### src/rtl/duft_cmd_sequencer.sv
// Host-side driver for the DUFT ap_ctrl_chain wrapper: queues read/write commands,
// runs them one at a time through the handshake and returns one response each.
module duft_cmd_sequencer #(
   parameter int CMD_DEPTH      = 4,
   parameter int TIMEOUT_CYCLES = 1024,
   parameter int CNT_W          = 16
) (
   input  logic             ap_clk,
   input  logic             ap_rst_n,
   input  logic             cmd_valid,
   output logic             cmd_ready,
   input  logic [31:0]      cmd_addr,
   input  logic [31:0]      cmd_wr_data,
   input  logic             cmd_rd_wr,
   output logic             rsp_valid,
   input  logic             rsp_ready,
   output logic [31:0]      rsp_data,
   output logic             rsp_rd_wr,
   output logic             rsp_err,
   output logic [31:0]      addr,
   output logic [31:0]      wr_data,
   output logic             rd_wr,
   output logic             ap_start,
   output logic             ap_continue,
   output logic             ap_ce,
   input  logic             ap_done,
   input  logic             ap_idle,
   input  logic             ap_ready,
   input  logic [31:0]      ap_return,
   output logic [CNT_W-1:0] txn_cnt,
   output logic             err_sticky
);
   localparam int PTR_W = $clog2(CMD_DEPTH);
   localparam int TMO_W = $clog2(TIMEOUT_CYCLES) + 1;
   localparam logic [PTR_W:0]   FULL_CNT = (PTR_W + 1)'(CMD_DEPTH);
   localparam logic [TMO_W-1:0] TMO_LAST = TMO_W'(TIMEOUT_CYCLES - 1);

   typedef enum logic [1:0] {S_IDLE, S_START, S_WAIT, S_DRAIN} state_t;

   state_t           r_state;
   state_t           w_next;
   logic [31:0]      r_fifo_addr [CMD_DEPTH];
   logic [31:0]      r_fifo_data [CMD_DEPTH];
   logic             r_fifo_rw   [CMD_DEPTH];
   logic [PTR_W-1:0] r_wr_ptr;
   logic [PTR_W-1:0] r_rd_ptr;
   logic [PTR_W:0]   r_count;
   logic [TMO_W-1:0] r_tmo;
   logic [31:0]      r_addr;
   logic [31:0]      r_wr_data;
   logic             r_rd_wr;
   logic             r_rsp_valid;
   logic [31:0]      r_rsp_data;
   logic             r_rsp_rd_wr;
   logic             r_rsp_err;
   logic [CNT_W-1:0] r_txn_cnt;
   logic             r_err_sticky;

   logic             w_push;
   logic             w_pop;
   logic             w_empty;
   logic             w_slot_free;
   logic [TMO_W-1:0] w_tmo_inc;
   logic             w_tmo_hit;
   logic             w_ld_ok;
   logic             w_ld_err;
   logic             w_unused;

   assign cmd_ready   = (r_count != FULL_CNT);
   assign w_push      = cmd_valid && cmd_ready;
   assign w_empty     = (r_count == '0);
   assign w_slot_free = !r_rsp_valid || rsp_ready;
   // Fires in the WAIT cycle where the counter reaches TIMEOUT_CYCLES-1.
   assign w_tmo_inc   = r_tmo + 1'b1;
   assign w_tmo_hit   = (w_tmo_inc >= TMO_LAST);
   assign w_unused    = ap_ready;

   assign ap_ce      = 1'b1;
   assign addr       = r_addr;
   assign wr_data    = r_wr_data;
   assign rd_wr      = r_rd_wr;
   assign rsp_valid  = r_rsp_valid;
   assign rsp_data   = r_rsp_data;
   assign rsp_rd_wr  = r_rsp_rd_wr;
   assign rsp_err    = r_rsp_err;
   assign txn_cnt    = r_txn_cnt;
   assign err_sticky = r_err_sticky;

   always_comb begin
      w_next      = r_state;
      w_pop       = 1'b0;
      w_ld_ok     = 1'b0;
      w_ld_err    = 1'b0;
      ap_start    = 1'b0;
      ap_continue = 1'b0;
      case (r_state)
         S_IDLE: begin
            if (!w_empty && ap_idle) begin
               w_pop  = 1'b1;
               w_next = S_START;
            end
         end
         S_START: begin
            ap_start = 1'b1;
            w_next   = S_WAIT;
         end
         S_WAIT: begin
            // A finished DUFT is held in DONE until the response slot can take its result.
            if (ap_done) begin
               if (w_slot_free) begin
                  ap_continue = 1'b1;
                  w_ld_ok     = 1'b1;
                  w_next      = S_IDLE;
               end
            end else if (w_tmo_hit && w_slot_free) begin
               w_ld_err = 1'b1;
               w_next   = S_DRAIN;
            end
         end
         S_DRAIN: begin
            ap_continue = ap_done;
            if (ap_done || ap_idle) begin
               w_next = S_IDLE;
            end
         end
         default: w_next = S_IDLE;
      endcase
   end

   always_ff @(posedge ap_clk) begin
      if (w_push) begin
         r_fifo_addr[r_wr_ptr] <= cmd_addr;
         r_fifo_data[r_wr_ptr] <= cmd_wr_data;
         r_fifo_rw[r_wr_ptr]   <= cmd_rd_wr;
      end
   end

   always_ff @(posedge ap_clk or negedge ap_rst_n) begin
      if (!ap_rst_n) begin
         r_state   <= S_IDLE;
         r_wr_ptr  <= '0;
         r_rd_ptr  <= '0;
         r_count   <= '0;
         r_tmo     <= '0;
         r_addr    <= '0;
         r_wr_data <= '0;
         r_rd_wr   <= 1'b0;
      end else begin
         r_state <= w_next;
         if (w_push) begin
            r_wr_ptr <= r_wr_ptr + 1'b1;
         end
         if (w_pop) begin
            r_rd_ptr  <= r_rd_ptr + 1'b1;
            r_addr    <= r_fifo_addr[r_rd_ptr];
            r_wr_data <= r_fifo_data[r_rd_ptr];
            r_rd_wr   <= r_fifo_rw[r_rd_ptr];
         end
         case ({w_push, w_pop})
            2'b10:   r_count <= r_count + 1'b1;
            2'b01:   r_count <= r_count - 1'b1;
            default: r_count <= r_count;
         endcase
         if (r_state == S_START) begin
            r_tmo <= '0;
         end else if (r_state == S_WAIT && r_tmo != TMO_LAST) begin
            r_tmo <= w_tmo_inc;
         end
      end
   end

   always_ff @(posedge ap_clk or negedge ap_rst_n) begin
      if (!ap_rst_n) begin
         r_rsp_valid  <= 1'b0;
         r_rsp_data   <= '0;
         r_rsp_rd_wr  <= 1'b0;
         r_rsp_err    <= 1'b0;
         r_txn_cnt    <= '0;
         r_err_sticky <= 1'b0;
      end else begin
         if (w_ld_ok || w_ld_err) begin
            r_rsp_valid <= 1'b1;
            r_rsp_data  <= w_ld_ok ? ap_return : 32'd0;
            r_rsp_rd_wr <= r_rd_wr;
            r_rsp_err   <= w_ld_err;
         end else if (rsp_ready) begin
            r_rsp_valid <= 1'b0;
         end
         if (w_ld_ok) begin
            r_txn_cnt <= r_txn_cnt + 1'b1;
         end
         if (w_ld_err) begin
            r_err_sticky <= 1'b1;
         end
      end
   end
endmodule

### config.mk
export PLATFORM = sky130hd
export DESIGN_NAME = duft_cmd_sequencer
export DESIGN_NICKNAME = d
export VERILOG_FILES = /design/src/rtl/duft_cmd_sequencer.sv
export SDC_FILE = /design/constraint.sdc
export NUM_CORES = 1
export LEC_CHECK = 0
export CAP_MARGIN = 20
export CELL_PAD_IN_SITES_DETAIL_PLACEMENT = 1
export CELL_PAD_IN_SITES_GLOBAL_PLACEMENT = 1
export CORE_MARGIN = 10
export CORE_UTILIZATION = 42
export DETAILED_ROUTE_END_ITERATION = 10
export PLACE_DENSITY_LB_ADDON = 0.1
export SYNTH_ARGS = -nofsm -noshare
export SYNTH_HDL_FRONTEND = slang
export SYNTH_SLANG_ARGS = --single-unit
### constraint.sdc
create_clock -name ap_clk -period 2.7 [get_ports ap_clk]
set_input_delay 0.81 -clock ap_clk [delete_from_list [all_inputs] [get_ports ap_clk]]
set_output_delay 0.81 -clock ap_clk [all_outputs]
set_load 0.02 [all_outputs]
==> flow_metrics.env, run 1 <==
export IMPL_status="finished clean"
export IMPL_slowest_stage="dlygate4sd2_1"
export IMPL_finalMaxSlewViolations=0
export IMPL_cts_tree="yes"
export IMPL_overflow=0
export IMPL_post_dp_cell_area_um2=18400
export IMPL_rsz0062_at_grt="no"
export IMPL_synth_top_family_by_area="multiplexers"
export IMPL_powerDensity_nw_per_um2=1150
export IMPL_relSlewSlack=0.644
export IMPL_vias=8215
export IMPL_wire_per_inst_um=23.0
export IMPL_crit_chain="inv_1 -> nand3_1 -> dlygate4sd2_1"
export IMPL_fp_dieH_um=211
export IMPL_muxShareOfSynthArea=0.145
export IMPL_ys_flop_type="edfxtp_1"
export IMPL_fin_cells=1554
export IMPL_ys_types=47
export IMPL_synth_seq_area_share=0.736
export IMPL_hold_worst_slack_ps=158
export IMPL_drcViolationCount=0
export IMPL_cts_hold_buf=0
export IMPL_io_buffer_count=222
export IMPL_critPathTopFamily="buffers and inverters"
export IMPL_synth_async_reset_ratio=0.345
export IMPL_ys_warn_count=0
export IMPL_area_growth_pct=30.2
export IMPL_synth_seq_cells=397
export IMPL_r2r_start="r_tmo[0]"
export IMPL_initial_core_util=0.427
export IMPL_avgSynthCellArea_um2=19.3
export IMPL_synth_edf_count=260
export IMPL_fmaxAchievable_ghz=0.400
export IMPL_worstPathArrival_ps=1690
export IMPL_endpoint_kind="output pin"
export IMPL_hp_class="in -> async"
export IMPL_crit_type="reg -> out"
export IMPL_placedCellCount=1474
export IMPL_worst_slew_pin_slew_ps=533
export IMPL_core_area_um2=35700
export IMPL_die_area_um2=44400
export IMPL_drt_first_pass_iters=4
export IMPL_path_buf_inv=2
export IMPL_clock_latency_ps=530
export IMPL_wl_mm=35.8
export IMPL_timing_final_crit_share=0.927
export IMPL_dp_hpwl_mm=23.3
export IMPL_first_iter_violations=379
export IMPL_htree_levels=2
export IMPL_detail_route_antenna_nets=0
export IMPL_synth_simple_area_share=0.0302
export IMPL_critPathRequiredTime_ps=1890
export IMPL_skew_ps=10.0
export IMPL_synthAdderAreaFrac=0.00787
export IMPL_rows=69
export IMPL_gp_congestion=0.697
export IMPL_ios=225
export IMPL_cp_max_fo=6
export IMPL_cp_slowest_stage_delay_ps=430
export IMPL_syn_inst=792
export IMPL_grt_pass1_wl_mm=55.6
export IMPL_cts_root_buf="clkbuf_16"
export IMPL_setup_viol=0
export IMPL_clkTransAtPathRegs_ps=60
export IMPL_critPathLaunch="r_count[0]"
export IMPL_cts_buffer_depth=3
export IMPL_cts_sinks=397
export IMPL_numCtsBuffers=43
export IMPL_fin_area_um2=19900
export IMPL_grt_max_degree=57
export IMPL_vias_per_cell=5.29
export IMPL_track_usage=0.162
export IMPL_synth_compound_area_frac=0.0497
export IMPL_p_leak_nw=7.21
export IMPL_peakVddDrop_mv=0.625
export IMPL_hold_viol=0
export IMPL_antenna_found_initial=5
export IMPL_start_kind="flop"
export IMPL_syn_area_um2=15300
export IMPL_grt_pass1_vias=9094
export IMPL_layout_nets=1171
export IMPL_syn_nets=905
export IMPL_synth_xor_area_frac=0.0148
export IMPL_die_w_um=211
export IMPL_drive_gt1_frac=0.232
export IMPL_p_total_mw=22.9
export IMPL_drv_cap=0
export IMPL_min_period_ps=2500
[state kept, by name (all words and copies together), names as in the netlist, 2 cells and up]
name and cells:
r_fifo_addr 128, r_fifo_data 128, addr 32, rsp_data 32, wr_data 32, txn_cnt 16
r_tmo 11, r_fifo_rw 4, r_count 3, r_rd_ptr 2, r_state 2, r_wr_ptr 2
[layout by cell type (no fill, tap or decap), types with 10 or more instances in the layout]
cell	n
a21o_1	31
a22o_1	32
buf_12	19
buf_4	19
clkbuf_16	45
clkdlybuf4s50_1	217
clkinv_1	11
dfrtp_1	135
edfxtp_1	260
inv_1	11
mux2_2	66
mux4_2	65
nand2_1	18
nand3_1	10
o21ai_0	16
xnor2_1	18
[worst register-to-register path, cell delays in order (launching register included)]
cell	delay (ps)
dfrtp_1	440
ha_1	270
nand3_1	220
nor3_4	270
a21oi_1	230
nor2_1	420
o21ai_0	190
o31ai_1	100
[per-stage QoR]
stage	worst slack (ps)	util	TNS, ps
2_1_floorplan	214	-	0
3_3_place_gp	-490	0.516	-490
3_5_place_dp	-497	0.516	-497
4_1_cts	-78.9	0.555	-78.9
5_1_grt	52.4	0.556	0
6_report	198	0.556	0
[power breakdown]
group | internal (mW) | switching (mW) | leakage, nW | total, mW
combinational | 4.14 | 3.63 | 2.53 | 7.77
clock | 3.58 | 2.27 | 0.698 | 5.85
sequential | 8.24 | 1.01 | 3.98 | 9.25
[final cells by class]
class | count | area (um^2)
sequential | 397 | 11200
tap | 461 | 577
antenna | 1 | 2.50
multi-input combinational | 345 | 3840
clock buffer | 60 | 1240
inverter | 11 | 41.3
fill | 3261 | 15900
timing repair buffer | 260 | 2750
clock inverter | 19 | 181
[Yosys cell counts, types with 2 or more instances]
cell type,instances,share of area
xor2_1,6,0.0034
nand2b_1,2,0.00082
mux2_2,66,0.049
a21oi_1,5,0.0016
xnor2_1,18,0.010
a31oi_1,2,0.00082
nand2_1,18,0.0044
dfrtp_1,137,0.22
inv_1,11,0.0027
o211ai_1,2,0.00098
ha_1,8,0.0066
nor2b_1,2,0.00082
clkbuf_1,13,0.0032
o31ai_1,3,0.0015
nor2_1,9,0.0022
buf_2,21,0.0069
nand3b_1,2,0.00098
edfxtp_1,260,0.51
a21o_2,4,0.0023
and2_1,5,0.0020
buf_6,3,0.0022
nand3_1,10,0.0033
nor3_4,2,0.0021
a21o_1,31,0.015
and3_1,12,0.0049
o21ai_0,16,0.0052
a22o_1,32,0.018
buf_4,2,0.00098
mux4_2,65,0.096
nand4_1,5,0.0020
and4_1,2,0.0011
nor3_1,3,0.00098
[path summary, 6_finish.rpt]
path,endpoint,slack [ps],depth (start not counted)
hold / removal,addr[27],160,1
hold reg to reg,txn_cnt[15],490,1
setup / recovery,cmd_ready,200,3
setup reg to reg,r_tmo[9],470,7
max in group asynchronous,rsp_data[10],1930,2
min in group ap_clk,txn_cnt[15],490,1
[repair_timing]
item,4_1_cts,5_1_grt
pin swaps,0,1
gates resized for setup,8,5
setup buffers,0,0
setup endpoints to repair,3,1
[per-layer routing]
metal | routed length, um | share of wire | global-route usage
met4 | 657 | 0.018 | 0.0440
met1 | 15000 | 0.42 | 0.201
met5 | 38 | 0.0011 | 0
met2 | 18000 | 0.50 | 0.275
met3 | 2100 | 0.059 | 0.0418
[cell families after synthesis]
family	count (synthesis)
DFF	397
buffers and inverters	50
and+or+nand+nor	78
AOI/OAI and AO/OA	100
xor gates and xnor gates	25
adders and majority gates	9
other	1
muxes	132
(Power assumes the default switching activity.)
==> run 2: changes to the inputs <==
--- a/config.mk
+++ b/config.mk
@@ -11,6 +11,7 @@
 export CORE_MARGIN = 10
 export CORE_UTILIZATION = 42
 export DETAILED_ROUTE_END_ITERATION = 10
+export GPL_TIMING_DRIVEN = 0
 export PLACE_DENSITY_LB_ADDON = 0.1
 export SYNTH_ARGS = -nofsm -noshare
 export SYNTH_HDL_FRONTEND = slang
==> run 2 against run 1 <==
Clock power up 4.6%. Die area did not move. Global-route usage rose by 0.075 points. Critical path type is now in -> out. Largest power group unchanged.
==> flow_metrics.env, run 2 (synthesis gave the netlist of run 1 again) <==
export IMPL_crit_type="in -> out"
export IMPL_crit_chain="dlygate4sd2_1 -> nand2b_4 -> or2_4 -> and3_4 -> buf_4"
export IMPL_cts_buffer_depth=3
export IMPL_io_buffer_count=222
export IMPL_largestRegisters="r_fifo_addr: 128 flops, r_fifo_data: 128 flops"
export IMPL_layout_nets=1179
export IMPL_antenna_found_initial=3
export IMPL_critPathRequiredTime_ps=1890
export IMPL_setup_tns_ps=0
export IMPL_multi_input_area_um2=3840
export IMPL_drv_cap=0
export IMPL_rsz0062_at_grt="no"
export IMPL_status="finished clean"
export IMPL_numCtsBuffers=44
export IMPL_wire_per_inst_um=23.0
export IMPL_worst_slack_ps=105
export IMPL_worst_slew_pin_slew_ps=786
export IMPL_cts_hold_buf=0
export IMPL_fin_cells=1563
export IMPL_switchingPower_mw=7.03
export IMPL_htree_levels=2
export IMPL_initial_core_util=0.427
export IMPL_seq_area_um2=11200
export IMPL_p_seq_frac=0.393
export IMPL_track_usage=0.163
export IMPL_p_leak_nw=7.17
export IMPL_intPower_mw=15.9
export IMPL_mostFrequentLayoutCell="edfxtp_1"
export IMPL_fmaxAchievable_ghz=0.385
export IMPL_placedCellCount=1481
export IMPL_ios=225
export IMPL_slowest_stage="dlygate4sd2_1"
export IMPL_powerDensity_nw_per_um2=1160
export IMPL_gp_congestion=0.733
export IMPL_die_w_um=211
export IMPL_vias=8213
export IMPL_n_antenna_cell=0
export IMPL_cp_max_fo=3
export IMPL_dp_slack_ps=-1030
export IMPL_die_area_um2=44400
export IMPL_core_area_um2=35700
export IMPL_vias_per_cell=5.25
export IMPL_clkTransAtPathRegs_ps=60
export IMPL_hold_worst_slack_ps=176
export IMPL_cts_root_buf="clkbuf_16"
export IMPL_cts_tree="yes"
export IMPL_start_kind="primary input"
export IMPL_dp_hpwl_mm=23.4
export IMPL_clock_latency_ps=560
export IMPL_post_dp_cell_area_um2=18200
export IMPL_wl_mm=35.9
export IMPL_timing_final_crit_share=0.961
export IMPL_grt_pass1_wl_mm=56.1
export IMPL_fin_area_um2=19700
export IMPL_nFillCells=3235
export IMPL_setup_viol=0
export IMPL_endpoint_kind="output pin"
export IMPL_min_period_ps=2600
export IMPL_drt_first_pass_iters=4
export IMPL_hp_class="in -> async"
export IMPL_path_buf_inv=2
export IMPL_worstPathArrival_ps=1790
export IMPL_cts_sinks=397
export IMPL_fp_dieH_um=211
export IMPL_grt_max_degree=93
export IMPL_comb_power_share=0.340
export IMPL_cp_slowest_stage_delay_ps=250
export IMPL_detail_route_antenna_nets=0
export IMPL_relSlewSlack=0.476
export IMPL_rows=69
export IMPL_area_growth_pct=29.3
export IMPL_drive_gt1_frac=0.226
export IMPL_drcViolationCount=0
export IMPL_clkPwrFrac=0.267
export IMPL_skew_ps=23.4
export IMPL_hold_viol=0
export IMPL_peakVddDrop_mv=0.697
export IMPL_overflow=0
export IMPL_swShare=0.306
export IMPL_final_cell_mix="edfxtp_1, clkdlybuf4s50_1, dfrtp_1"
export IMPL_grt_pass1_vias=9318
export IMPL_finalMaxSlewViolations=0
export IMPL_first_iter_violations=417
export IMPL_critPathTopFamily="simple AND/OR/NAND/NOR gates"
## run 2: area by class of cell
cell class,count,share of cell area
Clock inverter,13,0.0112
Sequential cell,397,0.569
Clock buffer,69,0.0641
Inverter,11,0.00209
Multi-Input combinational cell,345,0.195
Buffer,37,0.00982
Timing Repair Buffer,230,0.120
Tap cell,461,0.0292
## run 2: power groups by stage
stage          sequential (mW)  combinational, mW  clock (mW)
2_1_floorplan             9.86               3.82           0
3_3_place_gp              9.10               7.76           0
3_5_place_dp              9.12               7.98           0
4_1_cts                   9.04               8.04        6.27
5_1_grt                   9.20               8.46        6.56
6_report                  9.02               7.80        6.12
## run 2: routing by layer
layer | part of all wire | vias up | GRT usage
met1 | 0.43 | 4312 | 0.203
li1 | - | 3661 | -
met4 | 0.018 | 6 | 0.0415
met3 | 0.054 | 59 | 0.0424
met2 | 0.50 | 175 | 0.277
met5 | 0.0014 | - | 0
## run 2: final timing paths
path	depth (start not counted)	to	slack, ps	from
max	5	ap_continue	100	rsp_ready
min	1	addr[28]	180	ap_rst_n
max reg2reg	5	wr_data[5]	270	r_rd_ptr[0]
min reg2reg	1	txn_cnt[15]	480	txn_cnt[15]
max in group asynchronous	2	r_rd_ptr[1]	1670	ap_rst_n
min in group ap_clk	1	txn_cnt[15]	480	txn_cnt[15]
## run 2: timing repair
action / in CTS / in global routing
setup endpoints to repair: 5 / 2
buffers inserted: 2 / 0
gates resized for setup: 16 / 1
## run 2: metrics by stage
step	total power, mW	utilization
after floorplan	13.7	-
after global placement	16.9	0.506
after detailed placement	17.1	0.510
after CTS	23.4	0.552
after global routing	24.2	0.552
final	22.9	0.552
==> run 3: changes to the inputs <==
--- a/config.mk
+++ b/config.mk
@@ -8,8 +8,10 @@
 export CAP_MARGIN = 20
 export CELL_PAD_IN_SITES_DETAIL_PLACEMENT = 1
 export CELL_PAD_IN_SITES_GLOBAL_PLACEMENT = 1
+export CORE_ASPECT_RATIO = 0.9
 export CORE_MARGIN = 10
 export CORE_UTILIZATION = 42
+export CTS_CLUSTER_SIZE = 40
 export DETAILED_ROUTE_END_ITERATION = 10
 export GPL_TIMING_DRIVEN = 0
 export PLACE_DENSITY_LB_ADDON = 0.1
==> run 3 against run 2 <==
Clock power is 8.2% lower. Flip-flop and latch count did not move. Routed wire length decreased by 1.8%. Global-route usage decreased by 0.58 points. Critical path depth is 3 lower. Sequential share of layout area increased by 0.26 points. Count of clock-buffer cells in the layout fell by 12. Worst hold slack better by 16 ps. Power down 2.2%. Non-clock buffer count did not move. Utilization fell by 0.66 points. Highest routed layer unchanged.
==> flow_metrics.env, run 3 (synthesis gave the netlist of run 1 again) <==
export IMPL_track_usage=0.157
export IMPL_cts_sinks=397
export IMPL_critPathRequiredTime_ps=1890
export IMPL_core_area_um2=36000
export IMPL_cts_buffer_depth=3
export IMPL_io_buffer_count=222
export IMPL_worst_slew_pin_slew_ps=956
export IMPL_p_total_mw=22.4
export IMPL_clkTransAtPathRegs_ps=60
export IMPL_post_dp_cell_area_um2=18300
export IMPL_fin_cells=1573
export IMPL_clkPwrFrac=0.251
export IMPL_worstPathArrival_ps=1760
export IMPL_min_period_ps=2570
export IMPL_powerDensity_nw_per_um2=1140
export IMPL_overflow=0
export IMPL_vias=8176
export IMPL_grt_max_degree=73
export IMPL_grt_pass1_vias=8942
export IMPL_die_w_um=221
export IMPL_numCtsBuffers=42
export IMPL_drt_first_pass_iters=4
export IMPL_die_area_um2=44400
export IMPL_clock_latency_ps=540
export IMPL_skew_ps=17.1
export IMPL_rsz0062_at_grt="no"
export IMPL_fmaxAchievable_ghz=0.389
export IMPL_comb_power_share=0.349
export IMPL_first_iter_violations=478
export IMPL_hold_viol=0
export IMPL_drcViolationCount=0
export IMPL_slowest_stage="dfrtp_1"
export IMPL_dp_hpwl_mm=23.1
export IMPL_wire_per_inst_um=22.4
export IMPL_hp_class="in -> async"
export IMPL_endpoint_kind="output pin"
export IMPL_switchingPower_mw=6.92
export IMPL_path_buf_inv=1
export IMPL_setup_tns_ps=0
export IMPL_fp_dieH_um=201
export IMPL_largestRegisters="r_fifo_addr: 128 flops, r_fifo_data: 128 flops"
export IMPL_fin_util=0.546
export IMPL_cts_tree="yes"
export IMPL_setup_viol=0
export IMPL_p_leak_nw=7.13
export IMPL_status="finished clean"
export IMPL_vias_per_cell=5.20
export IMPL_antenna_found_initial=6
export IMPL_initial_core_util=0.424
export IMPL_wl_mm=35.3
export IMPL_htree_levels=2
export IMPL_grt_pass1_wl_mm=54.7
export IMPL_start_kind="flop"
export IMPL_gp_congestion=0.714
export IMPL_intPower_mw=15.5
export IMPL_rows=66
export IMPL_finalMaxSlewViolations=0
export IMPL_p_seq_frac=0.401
export IMPL_cts_root_buf="clkbuf_16"
export IMPL_drive_gt1_frac=0.224
export IMPL_crit_chain="nor2b_4 -> dlygate4sd2_1"
export IMPL_cts_hold_buf=0
export IMPL_drv_cap=0
export IMPL_timing_final_crit_share=0.952
export IMPL_relSlewSlack=0.362
export IMPL_dp_slack_ps=-838
export IMPL_critPathTopFamily="flip-flops"
export IMPL_swShare=0.308
export IMPL_placedCellCount=1496
export IMPL_area_growth_pct=28.7
export IMPL_layout_nets=1177
export IMPL_hold_worst_slack_ps=193
export IMPL_mostFrequentLayoutCell="edfxtp_1"
export IMPL_ios=225
export IMPL_cp_max_fo=9
export IMPL_cp_slowest_stage_delay_ps=530
export IMPL_worst_slack_ps=130
export IMPL_final_cell_mix="edfxtp_1, clkdlybuf4s50_1, dfrtp_1"
export IMPL_detail_route_antenna_nets=0
export IMPL_fin_area_um2=19700
export IMPL_crit_type="reg -> out"
export IMPL_peakVddDrop_mv=0.694
run 3: routing by layer:
layer  GRT usage  up-vias  wire (um)
li1            -     3662          -
met1       0.194     4299      14900
met2       0.268      149      18100
met3      0.0403       58       1670
met4      0.0401        8        646
met5           0        -         46
run 3: cell type report:
| type | count | area [um^2] |
|---|---|---|
| well taps | 476 | 596 |
| clock inverters | 18 | 179 |
| fillers | 3349 | 16400 |
| plain buffers | 37 | 194 |
| diodes | 2 | 5.00 |
| multi-input cells | 345 | 3840 |
| repair buffers | 230 | 2390 |
| clock buffers | 57 | 1170 |
| inverters | 11 | 41.3 |
| flip-flops and latches | 397 | 11200 |
run 3: power by group through the flow:
| stage | clock network, mW | logic (mW) | registers (mW) |
|---|---|---|---|
| floorplan | 0 | 3.82 | 9.86 |
| global placement | 0 | 7.79 | 9.09 |
| detailed placement | 0 | 8.02 | 9.09 |
| CTS | 5.78 | 8.05 | 9.02 |
| global route | 6.03 | 8.46 | 9.18 |
| finish | 5.62 | 7.83 | 8.99 |
run 3: final timing paths:
path,endpoint,slack [ps],depth (start not counted),start
worst max-delay path,ap_start,130,2,r_state[0]
worst min-delay path,addr[29],190,1,ap_rst_n
worst max register to register,wr_data[20],200,4,r_rd_ptr[1]
worst min register to register,txn_cnt[15],470,1,txn_cnt[15]
max in group asynchronous,wr_data[13],1670,2,ap_rst_n
min in group ap_clk,txn_cnt[15],470,1,txn_cnt[15]
run 3: repair_timing:
| item | 4_1_cts | 5_1_grt |
|---|---|---|
| resized for setup | 14 | 2 |
| setup endpoints to repair | 5 | 2 |
| buffers inserted | 1 | 1 |
